--- src/rtl/pc_unit.sv ---
// -----------------------------------------------------------------------------
// pc_unit
// Program-counter stage of the MIPS fetch path. Holds the PC register and picks
// the next PC from the sequential increment, a branch target or a jump target.
// Supports hazard stalls, halting on a decoded HALT and debug run/step control.
//
// Ports
//   i_clk          system clock, state updates on rising edge
//   i_reset        asynchronous active-high reset
//   i_enable       debug unit: 1 = core may run, 0 = full freeze
//   i_step_mode    1 = advance only on i_step, 0 = free run
//   i_step         one-cycle pulse allowing one PC update in step mode
//   i_stall        hazard unit: hold PC this cycle
//   i_branch       take i_branch_addr this cycle (highest priority)
//   i_branch_addr  branch target, low two bits ignored
//   i_jump         take i_jump_addr this cycle
//   i_jump_addr    jump target, low two bits ignored
//   i_halt         HALT decoded; stop instead of updating
//   o_pc           current PC (registered)
//   o_pc_plus4     o_pc + PC_INC, combinational, wraps modulo 2^PC_SIZE
//   o_advance      1 = PC updates at next edge (combinational)
//   o_halted       1 = unit is halted (registered)
// -----------------------------------------------------------------------------
module pc_unit #(
  parameter int unsigned              PC_SIZE  = 32,
  parameter logic [PC_SIZE-1:0]       PC_INC   = PC_SIZE'(4),
  parameter logic [PC_SIZE-1:0]       RESET_PC = '0
) (
  input  logic               i_clk,
  input  logic               i_reset,
  input  logic               i_enable,
  input  logic               i_step_mode,
  input  logic               i_step,
  input  logic               i_stall,
  input  logic               i_branch,
  input  logic [PC_SIZE-1:0] i_branch_addr,
  input  logic               i_jump,
  input  logic [PC_SIZE-1:0] i_jump_addr,
  input  logic               i_halt,
  output logic [PC_SIZE-1:0] o_pc,
  output logic [PC_SIZE-1:0] o_pc_plus4,
  output logic               o_advance,
  output logic               o_halted
);

  typedef enum logic [1:0] {
    ST_RUN       = 2'd0,
    ST_WAIT_STEP = 2'd1,
    ST_HALTED    = 2'd2
  } state_t;

  // Redirect targets are word aligned: clear the two byte-offset bits.
  localparam logic [PC_SIZE-1:0] ALIGN_MASK = ~(PC_SIZE'(3));

  state_t             state_r;
  state_t             next_state_s;
  logic [PC_SIZE-1:0] pc_r;
  logic [PC_SIZE-1:0] next_pc_s;
  logic [PC_SIZE-1:0] pc_plus_inc_s;
  logic               halted_r;
  logic               allowed_s;
  logic               advance_s;

  assign pc_plus_inc_s = pc_r + PC_INC;

  // Run/step permission, next state and next PC selection.
  always_comb begin
    allowed_s    = 1'b0;
    next_state_s = state_r;
    next_pc_s    = pc_plus_inc_s;

    case (state_r)
      ST_RUN: begin
        // Entering step mode costs one cycle with no update.
        if (i_step_mode) begin
          allowed_s    = 1'b0;
          next_state_s = ST_WAIT_STEP;
        end else begin
          allowed_s    = 1'b1;
          next_state_s = ST_RUN;
        end
      end
      ST_WAIT_STEP: begin
        // A held i_step gives one update per cycle it is high.
        allowed_s = i_step;
        if (i_step_mode) begin
          next_state_s = ST_WAIT_STEP;
        end else begin
          next_state_s = ST_RUN;
        end
      end
      ST_HALTED: begin
        allowed_s    = 1'b0;
        next_state_s = ST_HALTED;
      end
      default: begin
        allowed_s    = 1'b0;
        next_state_s = ST_RUN;
      end
    endcase

    advance_s = allowed_s & i_enable & ~i_stall & ~i_reset
              & (state_r != ST_HALTED);

    // A HALT only takes effect in a cycle that would otherwise advance.
    if (advance_s && i_halt) begin
      next_state_s = ST_HALTED;
    end else begin
      next_state_s = next_state_s;
    end

    if (i_branch) begin
      next_pc_s = i_branch_addr & ALIGN_MASK;
    end else if (i_jump) begin
      next_pc_s = i_jump_addr & ALIGN_MASK;
    end else begin
      next_pc_s = pc_plus_inc_s;
    end
  end

  // PC register and control state; disabled or halted means nothing moves.
  always_ff @(posedge i_clk or posedge i_reset) begin
    if (i_reset) begin
      pc_r     <= RESET_PC;
      state_r  <= ST_RUN;
      halted_r <= 1'b0;
    end else if (i_enable && (state_r != ST_HALTED)) begin
      state_r  <= next_state_s;
      halted_r <= advance_s & i_halt;
      if (advance_s && !i_halt) begin
        pc_r <= next_pc_s;
      end
    end
  end

  assign o_pc       = pc_r;
  assign o_pc_plus4 = pc_plus_inc_s;
  assign o_advance  = advance_s;
  assign o_halted   = halted_r;

endmodule

--- config.mk ---
export PLATFORM = sky130hd
export DESIGN_NAME = pc_unit
export DESIGN_NICKNAME = d
export VERILOG_FILES = /design/src/rtl/pc_unit.sv
export SDC_FILE = /design/constraint.sdc
export NUM_CORES = 1
export LEC_CHECK = 0
export ABC_CLOCK_PERIOD_IN_PS = 3600
export BUFFER_PORTS_ARGS = -buffer_cell sky130_fd_sc_hd__buf_4
export CAP_MARGIN = 5
export CORE_UTILIZATION = 50
export CTS_BUF_LIST = sky130_fd_sc_hd__clkbuf_16
export DETAILED_ROUTE_END_ITERATION = 16
export PLACE_DENSITY = 0.87
export SYNTH_ARGS = -nofsm -noshare
export SYNTH_HDL_FRONTEND = slang
export SYNTH_SLANG_ARGS = --single-unit
--- constraint.sdc ---
create_clock -name i_clk -period 3.6 [get_ports i_clk]
set_input_delay 0 -clock i_clk [delete_from_list [all_inputs] [get_ports i_clk]]
set_output_delay 0 -clock i_clk [all_outputs]
set_load 0.01 [all_outputs]
* Word-level counts from Yosys, hierarchy flattened
Index checks and enable logic that the tools add are counted.
Storage, ports and cells: input bits 73, output and inout bits 66, bits in registers 35
Operators by class: multiplexer cells 7, bitwise operators 7, eq/ne operators 3, $add $sub $neg 1, reductions and logical operators 7
Operator list (count):
- 2-to-1 mux 32 bit | 2
- adder 32 x 3 -> 32 bit (second input constant) | 1
- bitwise AND 1 bit | 5
- case mux 2 bit (2 select lines) | 1
- logical AND 1 bit | 3
- equality test 2 x 1 -> 1 bit (second input constant) | 1
- equality test 2 bit (second input constant) | 1
- logical NOT 2 bit | 1
- 2-to-1 mux 1 bit | 2
- 2-to-1 mux 2 bit | 1
- != test 2 bit (second input constant) | 1
- NOT 1 bit | 2
- case mux 1 bit (2 select lines) | 1
- AND reduction 2 bit | 1
- OR reduction 2 bit | 1
- logical NOT 1 bit | 1

* Logic depth before layout (Yosys ltp)
depth in word-level cells 8, depth in mapped cells 7

* Worst setup path before layout
Ideal clock, no wire load.
path kind register -> register, from reg pc_r[2] (netlist: o_pc[2]), to reg pc_r[30] (netlist: o_pc[30]), required time 3.531 ns, path slack 1.675 ns, period minus slack after synthesis 1.925 ns, stages on the path, launching flop included 7, setup time 0.069 ns, arrival time 1.855 ns, cells stage by stage dfrtp_1 ha_1 nand3_1 nor4_1 nand3_1 or4_1 nand3_1
Between the ends: longest elaborated chain between the ends 3
Ends and longest elaborated chain:
- start, declared | line 57 | logic [PC_SIZE-1:0] pc_r;
- start signal, assigned | line 131 | pc_r <= next_pc_s;
- adder 32 x 3 -> 32 bit | line 64 | assign pc_plus_inc_s = pc_r + PC_INC;
- 2-to-1 mux 32 bit | line 114 | end else if (i_jump) begin
- 2-to-1 mux 32 bit | line 112 | if (i_branch) begin
Every way passes these cells. A chain may end at the register's enable or synchronous reset.

* Worst setup path in the final report
from reg pc_r[2] (netlist: o_pc[2]), to out o_pc_plus4[30]
Between the ends: longest elaborated chain between the ends 1
Ends and longest elaborated chain:
- adder 32 x 3 -> 32 bit | line 64
- end, declared | line 41 | output logic [PC_SIZE-1:0] o_pc_plus4,
Every way passes these cells.

==> reports/summary.txt <==
ANT cells - 0
H-tree level count - 2
Post-route ant nets - 0
Largest area contributor in the synthesized netlist - dfrtp_1
Vias in the first global route - 2730
Max-slew headroom - 21.61%
Synth top area cells - dfrtp_1 30%, xnor2_1 5.1%, o21ai_0 5.0%, a21oi_1 4.2%, nand3_1 3.9%
Critical path's slowest cell - nor4_1
Die height - 75.88 um
Filler cell count in the final layout - 422
Status - finished clean
CP Class - register to output port
R2R Setup Slk - 1070 ps
Hold Crit Start - i_step_mode
Grt total ovfl - 0
Worst Hold Class - input port to register
Number of synthesized flops with an enable pin - 0
RSZ-0062 raised after global routing - false
CP endpoint kind - output port
Hold path depth - 3
Worst Clk Skew - 2.905 ps
Most frequent CP cell - nand3_1
WHS Endpoint - state_r[0]
Worst Path Buf+Inv - 1
Max_cap viols - 0
Leak - 1.836 nW
Fin crit period - 2610 ps
Sinks on the clock net - 33
Hold Fails Final Rpt - 0
DRC violations left - 0
Detailed Routing Iterations Pass 1 - 5
Crit Reg-Reg Startpoint - o_pc[2]
Core area - 0.005172 mm^2
Largest net degree at the start of global routing - 43
Syn. warnings - 0
Sequential cell area fraction in the yosys report - 30.26%
Post-Route WL - 8478 um
I/O pins - 139
Synth top area share - 30.26%
CTS Buffer Depth - 2
Synthesized cell area - 0.002729 mm^2
TritonCTS clock tree - built
Tightest Pin Transition - 1176 ps
Die W - 75.88 um
DRT iter0 DRCs - 204
Starting Density - 52.76%
Worst Setup SP - o_pc[2]
Row count - 26
Die ar. - 0.005757 mm^2
Vias/cell - 5.960
Wire per inst - 16.15 um
Dominant synthesized flop cell - dfrtp_1
IO buf count - 130
Setup TNS - 0 ps
Number of synthesized register bits - 33
Critical path, cell by cell - ha_1, nand3_1, nor4_1, nand3_1, xnor2_1, buf_4
Synth-to-layout area growth - 41.63%
RR Endpoint - o_pc[30]
Worst skew pair latency - 270 ps
Family with the most delay on the worst path - simple AND/OR/NAND/NOR gates
CP arrival - 2610 ps
First-pass GRT wire length - 12790 um
R2R depth - 6
Power Dens Cells - 422.4 mW/mm^2
Final RePlAce weighted congestion - 0.7940
Yosys cell types - 53
Post-Synthesis Cells - 337
Post-layout util - 74.72%
Max Slew Vio Count - 0
GR Util All Layers - 29.41%
Max VDD drop - 0.2505 mV
Fraction of layout cells with a size suffix above 1 - 32.75%
Dpl hpwl - 6020 um
Root Buffer - clkbuf_16
Crit path max fanout - 7
Synth async-reset ratio - 100.0%
Initial antenna violation count - 0
CP peak stage delay - 700 ps
Critical Path Start Type - register
TritonCTS Buffers - 5
Fmax - 0.3832 GHz
Clk slew on worst S/H paths - 50 ps
Final worst-path cycle share - 72.49%
Postcts setup bufs - 0
Mean Syn Cell Area - 8.098 um^2
Final #Nets - 528
Via count - 3129
CP required - 3600 ps
Setup-failing EPs final - 0
[worst min-delay path: stages]
cell and delay, ps:
buf_4 110, nand3_1 70, o22ai_1 60
[sequential cells by signal (all words and copies together) (netlist names)]
register,count
state_r,2
o_halted,1
o_pc,30
[Yosys cell counts (3+ instances only)]
library cell / count
clkbuf_1: 14
and2_1: 5
inv_1: 15
a222oi_1: 3
and4_1: 5
nand4_1: 10
a21oi_1: 23
nor3_1: 5
xor2_1: 12
o22ai_1: 5
a31oi_1: 3
buf_2: 8
buf_4: 4
o21ai_0: 27
a221oi_1: 5
xnor2_1: 16
and3_1: 8
or4_1: 5
o2bb2ai_1: 4
mux2i_1: 9
nor2_1: 23
nand2b_1: 5
a22oi_1: 3
dfrtp_1: 33
a22o_1: 7
nor4_1: 3
nand3_1: 21
nand2_1: 20
or3_1: 3
[placed cells by master (no fill, tap or decap), types with 7 or more instances in the layout]
cell type	instances
mux2i_1	9
dfrtp_1	33
a22o_1	7
nand4_1	10
a21oi_1	23
and3_1	8
nor2_1	23
nand3_1	21
nand2_1	20
inv_1	15
xor2_1	12
buf_4	133
o21ai_0	27
xnor2_1	16
[through the flow]
step                      power [W]  cell area, um^2  setup slack [ps]  hold slack (ps)  cells
after floorplan           0.0008864             2740              1675            98.87    340
final                      0.001633             3865             990.3            10.93    525
after global placement     0.001205             3697              1128            141.1    514
after detailed placement   0.001227             3697              1098            145.7    514
after CTS                  0.001631             3865              1021            9.992    525
after global routing       0.001725             3865             838.1            27.52    525
[area by class of cell]
cell class                 count  area, um^2  area share [%]
multi-input combinational    263        1729           44.74
tap                           70       87.58           2.266
clock inverter                 3       12.51          0.3237
clock buffer                   5       125.1           3.237
sequential                    33       825.8           21.37
inverter                      15       56.30           1.457
timing repair buffer         136        1028           26.61
[what timing repair did]
item | in CTS | in global routing
endpoints found under the hold margin | 35 | 0
hold buffers | 3 | 0
gates resized for setup | 0 | 0
[power by group]
group | total [W] | internal (W) | leakage [nW] | switching [W]
sequential | 0.000604 | 0.000443 | 0.412 | 0.000161
clock | 0.000405 | 0.000250 | 0.0687 | 0.000155
combinational | 0.000624 | 0.000341 | 1.36 | 0.000282
total | 0.00163 | 0.00103 | 1.84 | 0.000598
[metal layers]
metal | track usage, % | part of all wire [%] | vias to the layer above
met2 | 48.77 | 49 | 170
li1 | - | - | 1471
met5 | 0 | 0 | -
met4 | 9.877 | 1.5 | 0
met3 | 5.423 | 8.6 | 17
met1 | 38.61 | 41 | 1471
[logic make-up (layout without fill, tap and decap cells)]
group / after synthesis / after routing / synth area share [%]
AO/OA/AOI/OAI: 95 / 95 / 22.56
XOR/XNOR: 28 / 28 / 8.987
adder cells (fa/ha/maj): 1 / 1 / 0.4584
buffers and inverters: 44 / 159 / 7.015
flip-flops: 33 / 33 / 30.26
multiplexers: 9 / 9 / 3.301
other: 1 / 4 / 0.1374
AND/OR/NAND/NOR: 126 / 126 / 27.28
[worst max path at each step]
stage | cells after the start | end
4_1_cts | 6 | o_pc_plus4[30]
6_report | 6 | o_pc_plus4[30]
5_1_grt | 6 | o_pc_plus4[30]
2_1_floorplan | 6 | o_pc[30]
3_3_place_gp | 5 | o_pc[25]
3_5_place_dp | 5 | o_pc[27]
(Power assumes the default switching activity.)
